<file path="src/rtl/acpo_buff_reader.sv">
// acpo_buff_reader: streams a contiguous range of entries out of a banked data buffer
// (and optionally the matching address buffer) onto a valid/ready interface.
// Reads are issued only when the 2-entry output FIFO is guaranteed to have room one
// cycle later, so the stream never drops a word under backpressure.
// Optional feature macro: ACPO_RD_ADDR_EN (address buffer read path + address FIFO).
module acpo_buff_reader #(
    parameter int unsigned SRAM_DEPTH    = 1024,
    parameter int unsigned BAND_WIDTH    = 16,
    parameter int unsigned DATA_WIDTH    = 8,
    parameter int unsigned ADDRESS_WIDTH = 10,
    localparam int unsigned AW = $clog2(SRAM_DEPTH) + $clog2(BAND_WIDTH)
) (
    input  logic                     clk,
    input  logic                     rst,
    input  logic                     start_i,
    input  logic [AW-1:0]            base_i,
    input  logic [AW:0]              count_i,
    output logic                     enb_d_o,
    output logic                     enb_a_o,
    output logic [AW-1:0]            addrb_o,
    input  logic [DATA_WIDTH-1:0]    dob_d_i,
    input  logic [ADDRESS_WIDTH-1:0] dob_a_i,
    output logic                     out_valid_o,
    input  logic                     out_ready_i,
    output logic [DATA_WIDTH-1:0]    out_data_o,
    output logic [ADDRESS_WIDTH-1:0] out_addr_o,
    output logic                     out_last_o,
    output logic                     busy_o,
    output logic                     done_o
);

    localparam logic [AW-1:0] PTR_MAX = AW'(SRAM_DEPTH * BAND_WIDTH - 1);

    typedef enum logic [1:0] {StIdle, StRead, StDrain, StDone} state_e;

    state_e          state_q, state_d;
    logic [AW-1:0]   ptr_q, ptr_d;
    logic [AW:0]     count_q, count_d;
    logic [AW:0]     issued_q, issued_d;
    logic [AW:0]     beat_q, beat_d;
    logic            inflight_q, inflight_d;

    logic [DATA_WIDTH-1:0] data_q [2];
    logic [DATA_WIDTH-1:0] data_d [2];
    logic                  fifo_wr_q, fifo_wr_d;
    logic                  fifo_rd_q, fifo_rd_d;
    logic [1:0]            fifo_cnt_q, fifo_cnt_d;

`ifdef ACPO_RD_ADDR_EN
    logic [ADDRESS_WIDTH-1:0] addr_q [2];
    logic [ADDRESS_WIDTH-1:0] addr_d [2];
`else
    logic unused_dob_a;
    assign unused_dob_a = ^dob_a_i;
`endif

    logic       push;
    logic       pop;
    logic       issue;
    logic [2:0] level_after_pop;

    // Handshake, read issue decision and output drive.
    always_comb begin
        push            = inflight_q;
        out_valid_o     = (fifo_cnt_q != 2'd0);
        pop             = out_valid_o && out_ready_i;
        // Words buffered plus the one returning, minus the one leaving this cycle:
        // a new read is safe only if that leaves at least one free slot.
        level_after_pop = {1'b0, fifo_cnt_q} + {2'b00, inflight_q} - {2'b00, pop};
        issue           = (state_q == StRead) && (level_after_pop < 3'd2) &&
                          (issued_q != count_q);
        enb_d_o         = issue;
`ifdef ACPO_RD_ADDR_EN
        enb_a_o         = issue;
        out_addr_o      = addr_q[fifo_rd_q];
`else
        enb_a_o         = 1'b0;
        out_addr_o      = '0;
`endif
        addrb_o         = ptr_q;
        out_data_o      = data_q[fifo_rd_q];
        out_last_o      = out_valid_o && ((beat_q + 1'b1) == count_q);
        busy_o          = (state_q != StIdle);
        done_o          = (state_q == StDone);
    end

    // Pass sequencing: pointer, issued-read and beat counters, state transitions.
    always_comb begin
        state_d    = state_q;
        ptr_d      = ptr_q;
        count_d    = count_q;
        issued_d   = issued_q;
        beat_d     = beat_q;
        inflight_d = issue;
        unique case (state_q)
            StIdle: begin
                if (start_i) begin
                    count_d  = count_i;
                    ptr_d    = base_i;
                    issued_d = '0;
                    beat_d   = '0;
                    state_d  = (count_i == '0) ? StDone : StRead;
                end
            end
            StRead: begin
                if (issue) begin
                    ptr_d    = (ptr_q == PTR_MAX) ? '0 : ptr_q + 1'b1;
                    issued_d = issued_q + 1'b1;
                    if (issued_d == count_q) begin
                        state_d = StDrain;
                    end
                end
                if (pop) begin
                    beat_d = beat_q + 1'b1;
                end
            end
            StDrain: begin
                if (pop) begin
                    beat_d = beat_q + 1'b1;
                    if (out_last_o) begin
                        state_d = StDone;
                    end
                end
            end
            StDone: begin
                state_d = StIdle;
            end
            default: begin
                state_d = StIdle;
            end
        endcase
    end

    // Output FIFO: capture the word returning from the read issued last cycle.
    always_comb begin
        data_d     = data_q;
`ifdef ACPO_RD_ADDR_EN
        addr_d     = addr_q;
`endif
        fifo_wr_d  = fifo_wr_q;
        fifo_rd_d  = fifo_rd_q;
        fifo_cnt_d = fifo_cnt_q + {1'b0, push} - {1'b0, pop};
        if (push) begin
            data_d[fifo_wr_q] = dob_d_i;
`ifdef ACPO_RD_ADDR_EN
            addr_d[fifo_wr_q] = dob_a_i;
`endif
            fifo_wr_d = ~fifo_wr_q;
        end
        if (pop) begin
            fifo_rd_d = ~fifo_rd_q;
        end
    end

    // State registers; reset discards everything buffered or in flight.
    always_ff @(posedge clk or negedge rst) begin
        if (!rst) begin
            state_q    <= StIdle;
            ptr_q      <= '0;
            count_q    <= '0;
            issued_q   <= '0;
            beat_q     <= '0;
            inflight_q <= 1'b0;
            data_q[0]  <= '0;
            data_q[1]  <= '0;
`ifdef ACPO_RD_ADDR_EN
            addr_q[0]  <= '0;
            addr_q[1]  <= '0;
`endif
            fifo_wr_q  <= 1'b0;
            fifo_rd_q  <= 1'b0;
            fifo_cnt_q <= 2'd0;
        end else begin
            state_q    <= state_d;
            ptr_q      <= ptr_d;
            count_q    <= count_d;
            issued_q   <= issued_d;
            beat_q     <= beat_d;
            inflight_q <= inflight_d;
            data_q[0]  <= data_d[0];
            data_q[1]  <= data_d[1];
`ifdef ACPO_RD_ADDR_EN
            addr_q[0]  <= addr_d[0];
            addr_q[1]  <= addr_d[1];
`endif
            fifo_wr_q  <= fifo_wr_d;
            fifo_rd_q  <= fifo_rd_d;
            fifo_cnt_q <= fifo_cnt_d;
        end
    end

endmodule

</file>
<file path="config.mk">
export PLATFORM = sky130hd
export DESIGN_NAME = acpo_buff_reader
export DESIGN_NICKNAME = d
export VERILOG_FILES = /design/src/rtl/acpo_buff_reader.sv
export SDC_FILE = /design/constraint.sdc
export NUM_CORES = 1
export LEC_CHECK = 0
export BUFFER_PORTS_ARGS = -buffer_cell sky130_fd_sc_hd__buf_4
export CORE_ASPECT_RATIO = 2
export CORE_MARGIN = 2
export CORE_UTILIZATION = 53
export DETAILED_ROUTE_END_ITERATION = 16
export GPL_TIMING_DRIVEN = 0
export PLACE_DENSITY = 0.73
export SLEW_MARGIN = 10
export SYNTH_ARGS = -nofsm -noshare
export SYNTH_HDL_FRONTEND = slang
export SYNTH_SLANG_ARGS = --single-unit
export TNS_END_PERCENT = 5
</file>
<file path="constraint.sdc">
create_clock -name clk -period 4.4 [get_ports clk]
set_input_delay 0.44 -clock clk [delete_from_list [all_inputs] [get_ports clk]]
set_output_delay 0.44 -clock clk [all_outputs]
set_load 0.02 [all_outputs]
</file>
==> run metrics, run 1 <==
final hold violation count 0; Final nets 689; Final ANT Viol Nets 0; Fillers 802; sequential element share of the synthesized area 40.19%; Reg area 2052 um^2; Diodes inserted 0; CP max FO 7; Root Driver clkbuf_16; worst relative slew slack 29.93%; post-DP HPWL 10270 um; I/O Pins 89; area of the multi-input gates around 2800 um^2; post-CTS setup buffer count 0; Starting Density 54.41%; Max IR drop VDD 0.0004900 V; cell area after synthesis slightly above 5000 um^2; Main synth FF type dfrtp_1; worst slew pin tran between 1000 and 1500 ps; most common cell after layout, fill and taps aside dfrtp_1; Finished Cell Area between 6000 and 7000 um^2; gpl congestion 0.9504; most frequent cells in the layout dfrtp_1, buf_4, nand2_1, o21ai_0, mux2_2; Synth warnings 0; Final WS setup 613.5 ps; number of CTS-inserted buffers 9; global-route usage over all layers 27.39%; proportion of layout cells with a drive suffix above 1 23.42%; clock buffer depth 2; vias in the first global route 4497; Rows 50; PortBufs 67; Worst Skew 6.269 ps; Final period util 86.06%; max cap viols 0; antenna violations before repair 0; Static Leak 2.626 nW; status finished, final reports clean; placed cell areas 5777 um^2; clock sinks 82; worst hold path class primary input to asynchronous set/reset pin; CTS Hold Buffers Added 0; drt via density around 6; CORE AREA ~9400 um^2; clk_lat worst skew ~340 ps; Distinct cells, synth 60; Die Y 142.8 um; final std cells w/o fill 736; TritonCTS clock tree done; die area between 10000 and 15000 um^2; Post-synth EDFFs 0; Power Density 724.5 nW/um^2; RSZ-0062 raised after global routing no; Worst setup SP type register; minimum clock period 3787 ps; number of H-tree levels 3; Crit. End Element output pin; post-synth top area share 40.19%; synthesized instance count 540; 1st-pass router iterations 4; Achievable Freq 264.1 MHz; cell taking the most area after synthesis dfrtp_1; Setup WS pre-CTS ~890 ps; ys async rst share 100.0%; grt ovf 0; via count 4406; total detailed-routing wirelength 13480 um; die extent in x 73.41 um; first-pass GRT wire length 21650 um; mean routed wirelength per cell 18.32 um; Initial DRC Count 210; post-CTS resize count 0; Pins Over Slew Limit 0; setup violators final 0; Setup TNS Final 0 ps; crit path kind register to output pin; residual DRC count 0; placed insts between 700 and 800; critical path data arrival time 3350 ps; Synth area leaders dfrtp_1, mux2_2, xor2_1, o21ai_0, xnor2_1; #FFs+latches synth 82; hold_ws 288.7 ps; Area Growth Syn to Fin 18.45%; Mean Syn Cell Area 9.456 um^2; worst endpoint required time around 4000 ps; CTS clock-pin slew for the worst setup and hold paths 60 ps; largest net degree at the start of global routing 83
metrics by stage:
stage,utilization (%),power (mW)
final,64.45,4.382
after detailed placement,61.56,3.672
after global routing,64.45,4.687
after global placement,61.56,3.592
after floorplan,-,2.903
after CTS,64.45,4.398
cell families after synthesis:
| kind of cell | synth area share, % |
|---|---|
| muxes | 10.41 |
| buffers and inverters | 5.538 |
| other | 0.07344 |
| DFF | 40.19 |
| AOI/OAI and AO/OA | 12.82 |
| and+or+nand+nor | 19.46 |
| adders and majority gates | 2.597 |
| xor gates and xnor gates | 8.919 |
routing by layer:
layer  GRT usage (%)  part of all wire (%)  vias up
li1                -                     -     2094
met1           27.10                    34     2133
met2           50.21                    56      133
met3           5.293                   4.3       46
met4           16.84                   5.9        0
met5               0                     0        -
cell usage after synthesis, drive strengths merged (9+ instances only):
library cell	number
a21oi	18
buf	19
clkbuf	23
dfrtp	82
ha	9
inv	18
mux2	41
nand2	49
nand3	19
nand4	13
nor2	22
nor3	19
nor4	13
o21ai	49
xnor2	22
xor2	30
state kept, by name, indices dropped and copies added, names as in the netlist:
| register | cells |
|---|---|
| addrb_o | 14 |
| state_q | 2 |
| inflight_q | 1 |
| count_q | 15 |
| fifo_cnt_q | 2 |
| beat_q | 15 |
| data_q | 16 |
| fifo_wr_q | 1 |
| fifo_rd_q | 1 |
| issued_q | 15 |
report_power, final:
group | internal (mW) | switching, mW | leakage [nW] | total [mW]
clock | 0.395 | 0.313 | 0.128 | 0.708
combinational | 0.958 | 1.34 | 1.48 | 2.30
sequential | 1.06 | 0.310 | 1.02 | 1.37
worst max-delay path, cell delays in order, from the launching register on:
cell and delay (ps):
dfrtp_1 450, ha_1 340, nand3_2 220, nor3_4 250, xnor2_1 120, or4_1 470, nor4_1 660, nor3b_1 300
buf_4 190
final timing paths:
kind                                  startpoint                       to  slack (ps)  cells past startpoint
max                        beat_q[0]$_DFFE_PN0P_               out_last_o         610                      8
min                                          rst    data_q[2]$_DFFE_PN0P_         290                      1
max reg2reg                beat_q[0]$_DFFE_PN0P_   state_q[1]$_DFFE_PN0P_         820                      9
min reg2reg                fifo_wr_q$_DFFE_PN0P_    fifo_wr_q$_DFFE_PN0P_         490                      1
max in group asynchronous                    rst  issued_q[6]$_DFFE_PN0P_        3450                      1
min in group clk                      base_i[11]  addrb_o[11]$_DFFE_PN0P_         310                      3
final cells by class:
class	count	share of cell area, %
multi-input combinational	408	46.44
sequential	82	33.93
timing repair buffer	67	8.316
clock buffer	11	4.013
buffer	42	3.558
tap	104	2.151
inverter	18	1.117
clock inverter	4	0.4758
No activity file was read; power rests on OpenSTA's default activity.
==> inputs of run 2 (changes only) <==
CELL_PAD_IN_SITES_DETAIL_PLACEMENT = 0   (was unset)
CELL_PAD_IN_SITES_GLOBAL_PLACEMENT = 1   (was unset)
CORE_UTILIZATION = 47   (was 53)
PLACE_DENSITY = 0.83   (was 0.73)
==> run 2 against run 1 <==
Against the previous run: setup slack got worse by 80 ps; sequential power about the same; combinational power about the same; routed wire length increased by 4.2%; power increased by 2.2%; sequential share of layout area decreased by 0.44 points; critical path type unchanged; critical endpoint unchanged; largest cell class unchanged.
==> run metrics, run 2 (same netlist as run 1, synthesis figures left out) <==
worst slew pin tran 1088 ps; PortBufs between 60 and 70; placed cell areas around 5800 um^2; CTS Hold Buffers Added 0; worst endpoint required time 3960 ps; Most flops, register data_q; status finished, final reports clean; Die Y about 150 um; R2R Path End state_q[1]$_DFFE_PN0P_; reg2reg start beat_q[0]$_DFFE_PN0P_; worst hold path class primary input to asynchronous set/reset pin; worst relative slew slack between 20% and 30%; TritonCTS clock tree done; critical path data arrival time between 3000 and 4000 ps; Max IR drop VDD 0.0003126 V; Initial DRC Count 180; Final nets roughly 690; largest net degree at the start of global routing 83; Setup TNS Final 0 ps; proportion of layout cells with a drive suffix above 1 23.70%; RSZ-0062 raised after global routing no; crit path kind register to output pin; die extent in x 77.70 um; crit path from beat_q[0]$_DFFE_PN0P_; drt via density approximately 5.7; CP max FO 7; first-pass GRT wire length 22330 um; gpl congestion between 0.9 and 1; number of H-tree levels 3; Root Driver clkbuf_16; Power Density 730.7 nW/um^2; 1st-pass router iterations 5; final hold violation count 0; antenna violations before repair 0; global-route usage over all layers 24.74%; setup violators final 0; post-CTS setup buffer count 0; die area approximately 12000 um^2; residual DRC count 0; WP depth 8; worst path buffer plus inverter count 1; CORE AREA 10540 um^2; Area Growth Syn to Fin 20.02%; number of CTS-inserted buffers 9; clock buffer depth 2; Cell Chain, Critical Path ha_1, nand3_2, nor4_1, xnor2_1, o21ai_0, nor4_1, nor3b_1, buf_4; Final ANT Viol Nets 0; most frequent cells in the layout dfrtp_1, buf_4, nand2_1, o21ai_0, mux2_2; cell family with most CP delay simple AND/OR/NAND/NOR gates; mean routed wirelength per cell 18.25 um; R2R cell count 9; Top cell by count, worst path nor4_1; grt ovf 0; R2R Setup Slk between 700 and 800 ps; slowest stage delay, CP about 620 ps; Pins Over Slew Limit 0; Final period util 87.88%; max reg flops 16; max cap viols 0; Max stage delay cell, worst path nor4_1; clk_lat worst skew about 340 ps; Worst Skew between 10 and 15 ps; Starting Density 48.43%; post-CTS resize count 0; Diodes inserted 0; CTS clock-pin slew for the worst setup and hold paths 70 ps; I/O Pins 89; Finished Cell Area between 6000 and 7000 um^2; Static Leak between 2 and 3 nW; CP Capture Point out_last_o; vias in the first global route 4527; via count ~4.4k; minimum clock period 3867 ps; most common cell after layout, fill and taps aside dfrtp_1; post-DP HPWL 10750 um; total detailed-routing wirelength 14050 um; Rows 53; Crit. End Element output pin; Worst setup SP type register; clock sinks just over 80; Achievable Freq about 260 MHz
## run 2: cell types whose count changed in the layout (fill, tap and decap cells not counted), sizes merged
cell	before	now
inv	18	22
clkbuf	34	32
bufinv	0	1
clkinv	2	1
clkinvlp	2	1
## run 2: worst min-delay path by stage
stage | cells past startpoint | slack (ps) | startpoint | end
after detailed placement | 1 | 480 | fifo_wr_q$_DFFE_PN0P_ | fifo_wr_q$_DFFE_PN0P_
after global placement | 1 | 480 | fifo_wr_q$_DFFE_PN0P_ | fifo_wr_q$_DFFE_PN0P_
after CTS | 3 | 290 | base_i[5] | addrb_o[5]$_DFFE_PN0P_
after floorplan | 0 | 140 | rst | addrb_o[0]$_DFFE_PN0P_
final | 1 | 270 | rst | beat_q[3]$_DFFE_PN0P_
after global routing | 3 | 310 | base_i[9] | addrb_o[9]$_DFFE_PN0P_
## run 2: metrics by stage
stage                     hold WS (ps)  power, mW  util, %  worst slack [ps]  std cells
after floorplan                  144.4      2.903        -              1362        550
after global placement           476.1      3.616    55.18             785.1        754
after detailed placement         477.8      3.688    55.18             766.7        754
after CTS                        288.0      4.504    58.12             512.7        770
after global routing             307.8      4.799    58.12             329.0        770
final                            266.1      4.478    58.12             533.4        770
## run 2: cell type report
class,instances,area (um^2)
Buffer,42,215.2
Tap cell,137,171.4
Sequential cell,82,2052
Fill cell,975,4415
Multi-Input combinational cell,408,2809
Clock buffer,9,225.2
Inverter,18,67.56
Clock inverter,7,85.08
Timing Repair Buffer,67,503.0
## run 2: where the power goes
part           total [mW]  switching, mW  internal, mW
Sequential           1.37          0.305          1.06
Combinational        2.31           1.35         0.959
Clock               0.797          0.344         0.453
Total                4.48           2.00          2.47
## run 2: routing by layer
layer | GRT usage [%] | vias to the layer above | share of wire (%)
met5 | 0 | - | 0
met4 | 13.48 | 0 | 4.3
met3 | 3.159 | 38 | 3.6
met2 | 49.22 | 136 | 58
met1 | 23.76 | 2118 | 34
li1 | - | 2090 | -
==> inputs of run 3 (changes only) <==
ABC_AREA = 1   (was unset)
CORE_UTILIZATION = 44   (was 47)
==> run 3 against run 2 <==
Against the previous run: critical endpoint is now issued_q[2]$_DFFE_PN0P_; sequential share of layout area fell by 0.80 points; routed wire length rose by 13%; global-route usage rose by 1.3 points; clock power barely moved; clock skew barely moved; synthesized cell count rose by 37%.
==> run metrics, run 3 <==
status finished, final reports clean; cell family with most CP delay simple AND/OR/NAND/NOR gates; met1 global-route usage 25.44%; worst relative slew slack 27.85%; crit path kind register to register; Mean Syn Cell Area slightly above 7 um^2; die area 12870 um^2; Worst Skew 9.983 ps; proportion of layout cells with a drive suffix above 1 ~15%; cell taking the most area after synthesis dfrtp_1; clock buffer depth 2; worst path buffer plus inverter count 4; #FFs+latches synth 82; worst endpoint required time 4660 ps; R2R cell count 16; Most flops, register data_q; max reg flops 16; CTS clock-pin slew for the worst setup and hold paths 70 ps; Cell Chain, Critical Path nor2_1, inv_1, nand2_1, inv_1, nand2_1, o21ai_0, ha_1, fa_1, nor3_1, nand2_1, nand2_1, nand2_1, inv_2, clkbuf_1, nand3_1, o21ai_0; drt via density around 5.2; post-synth top area share just under 40%; final core utilization 53.66%; worst hold path class primary input to asynchronous set/reset pin; largest net degree at the start of global routing 83; CTS Hold Buffers Added 0; top-count cell post-synth nand2_1; R2R Path End issued_q[2]$_DFFE_PN0P_; Achievable Freq approximately 310 MHz; Post-synth EDFFs 0; antenna violations before repair 0; crit path from fifo_cnt_q[1]$_DFF_PN0_; Rows 56; Distinct cells, synth 40; Static Leak 3.069 nW; Final nets 889; post-CTS resize count 0; Synth area leaders dfrtp_1, nand2_1, nand3_1, inv_1, nor2_1; Diodes inserted 0; area of the multi-input gates 2725 um^2; Crit. End Element register; synth cell count leaders nand2_1, inv_1, dfrtp_1, nor2_1, nand3_1; die extent in x a little over 80 um; most common cell after layout, fill and taps aside nand2_1; post-CTS setup buffer count 0; Reg area 2052 um^2; Power Density around 660 nW/um^2; slowest stage delay, CP 470 ps; gr busiest metal met2; ys async rst share 100.0%; Top cell by count, worst path nand2_1; Die Y 158.4 um; Starting Density 44.85%; max cap viols 0; number of H-tree levels 3; total detailed-routing wirelength approximately 16000 um; worst slew pin tran 1082 ps; clock sinks ~80; Final period util between 70 and 80%; reg2reg start fifo_cnt_q[1]$_DFF_PN0_; 1st-pass router iterations 5; gpl congestion 0.8474; post-DP HPWL 12590 um; sequential element share of the synthesized area 39.10%; vias in the first global route 5118; CORE AREA between 10000 and 15000 um^2; TritonCTS clock tree done; Max IR drop VDD 0.0004352 V; critical path data arrival time 3530 ps; Setup TNS Final 0 ps; Root Driver clkbuf_16; Final ANT Viol Nets 0; Fillers 1163; mean routed wirelength per cell approximately 16 um; I/O Pins 89; minimum clock period 3277 ps; Area Growth Syn to Fin 19.65%; met2 global-route usage between 40% and 50%; cell area after synthesis 5248 um^2; GR Layer Usage met3 roughly 4.5%; Synth warnings 0; grt ovf 0; first-pass GRT wire length roughly 25000 um; setup violators final 0; global-route usage over all layers 25.99%; final hold violation count 0; synthesized instance count 740; RSZ-0062 raised after global routing no; Initial DRC Count 255; via count 5126; R2R Setup Slk 1120 ps; clk_lat worst skew 350 ps; number of CTS-inserted buffers 9; most frequent cells in the layout nand2_1, inv_1, dfrtp_1, buf_4, nor2_1; PortBufs 67; Main synth FF type dfrtp_1; Max stage delay cell, worst path fa_1; Pins Over Slew Limit 0; Worst setup SP type register; CP max FO 10; residual DRC count 0
## run 3: cell count changes in the layout (fill, tap and decap cells not counted), moves of 9 or more
| cell | before | now |
|---|---|---|
| nor4_1 | 12 | 3 |
| nor2_1 | 22 | 74 |
| clkbuf_1 | 23 | 11 |
| inv_1 | 18 | 85 |
| mux2_2 | 40 | 0 |
| nand3_1 | 17 | 66 |
| a22oi_1 | 1 | 10 |
| nor3_1 | 17 | 4 |
| xnor2_1 | 22 | 9 |
| nand2_1 | 49 | 217 |
| xor2_1 | 30 | 11 |
## run 3: where the power goes
part	internal, mW	switching (mW)	leakage (nW)
clock network	0.450	0.347	0.149
logic	0.741	1.32	1.88
registers	1.01	0.262	1.04
## run 3: cell families (layout without fill, tap and decap cells)
| group | Yosys count | in the layout | synth area share (%) |
|---|---|---|---|
| AND/OR/NAND/NOR | 402 | 402 | 33.21 |
| XOR/XNOR | 21 | 21 | 3.791 |
| buffers and inverters | 117 | 200 | 9.680 |
| other | 1 | 11 | 0.07146 |
| adder cells (fa/ha/maj) | 10 | 10 | 2.527 |
| flip-flops | 82 | 82 | 39.10 |
| AO/OA/AOI/OAI | 107 | 107 | 11.61 |
## run 3: metal layers
metal,vias up,part of all wire [%]
li1,2543,-
met2,139,56
met1,2398,35
met3,46,4.1
met5,-,0
met4,0,5.3
## run 3: stage by stage
step	power [mW]	worst slack, ps	area, um^2	hold WS [ps]	cells
global placement	3.305	1227	5969	466.2	962
CTS	4.157	1111	6279	316.2	978
global route	4.438	831.8	6279	320.3	978
detailed placement	3.354	1132	5969	474.3	962
floorplan	2.589	1720	5285	144.4	750
finish	4.137	1123	6279	266.5	978
## run 3: worst max-delay path by stage
stage	endpoint	slack, ps	cells past startpoint
after floorplan	addrb_o[0]$_DFFE_PN0P_	1720	17
after detailed placement	issued_q[2]$_DFFE_PN0P_	1130	17
after global placement	issued_q[6]$_DFFE_PN0P_	1230	15
after global routing	issued_q[2]$_DFFE_PN0P_	830	17
final	issued_q[2]$_DFFE_PN0P_	1120	16
after CTS	issued_q[2]$_DFFE_PN0P_	1110	17
## run 3: area by class of cell
type                            count  area share (%)
Clock buffer                        9           3.587
Buffer                             28           2.770
Inverter                           89           5.321
Clock inverter                      7           1.335
Tap cell                          145           2.890
Timing Repair Buffer               67           8.011
Multi-Input combinational cell    551           43.40
Sequential cell                    82           32.68
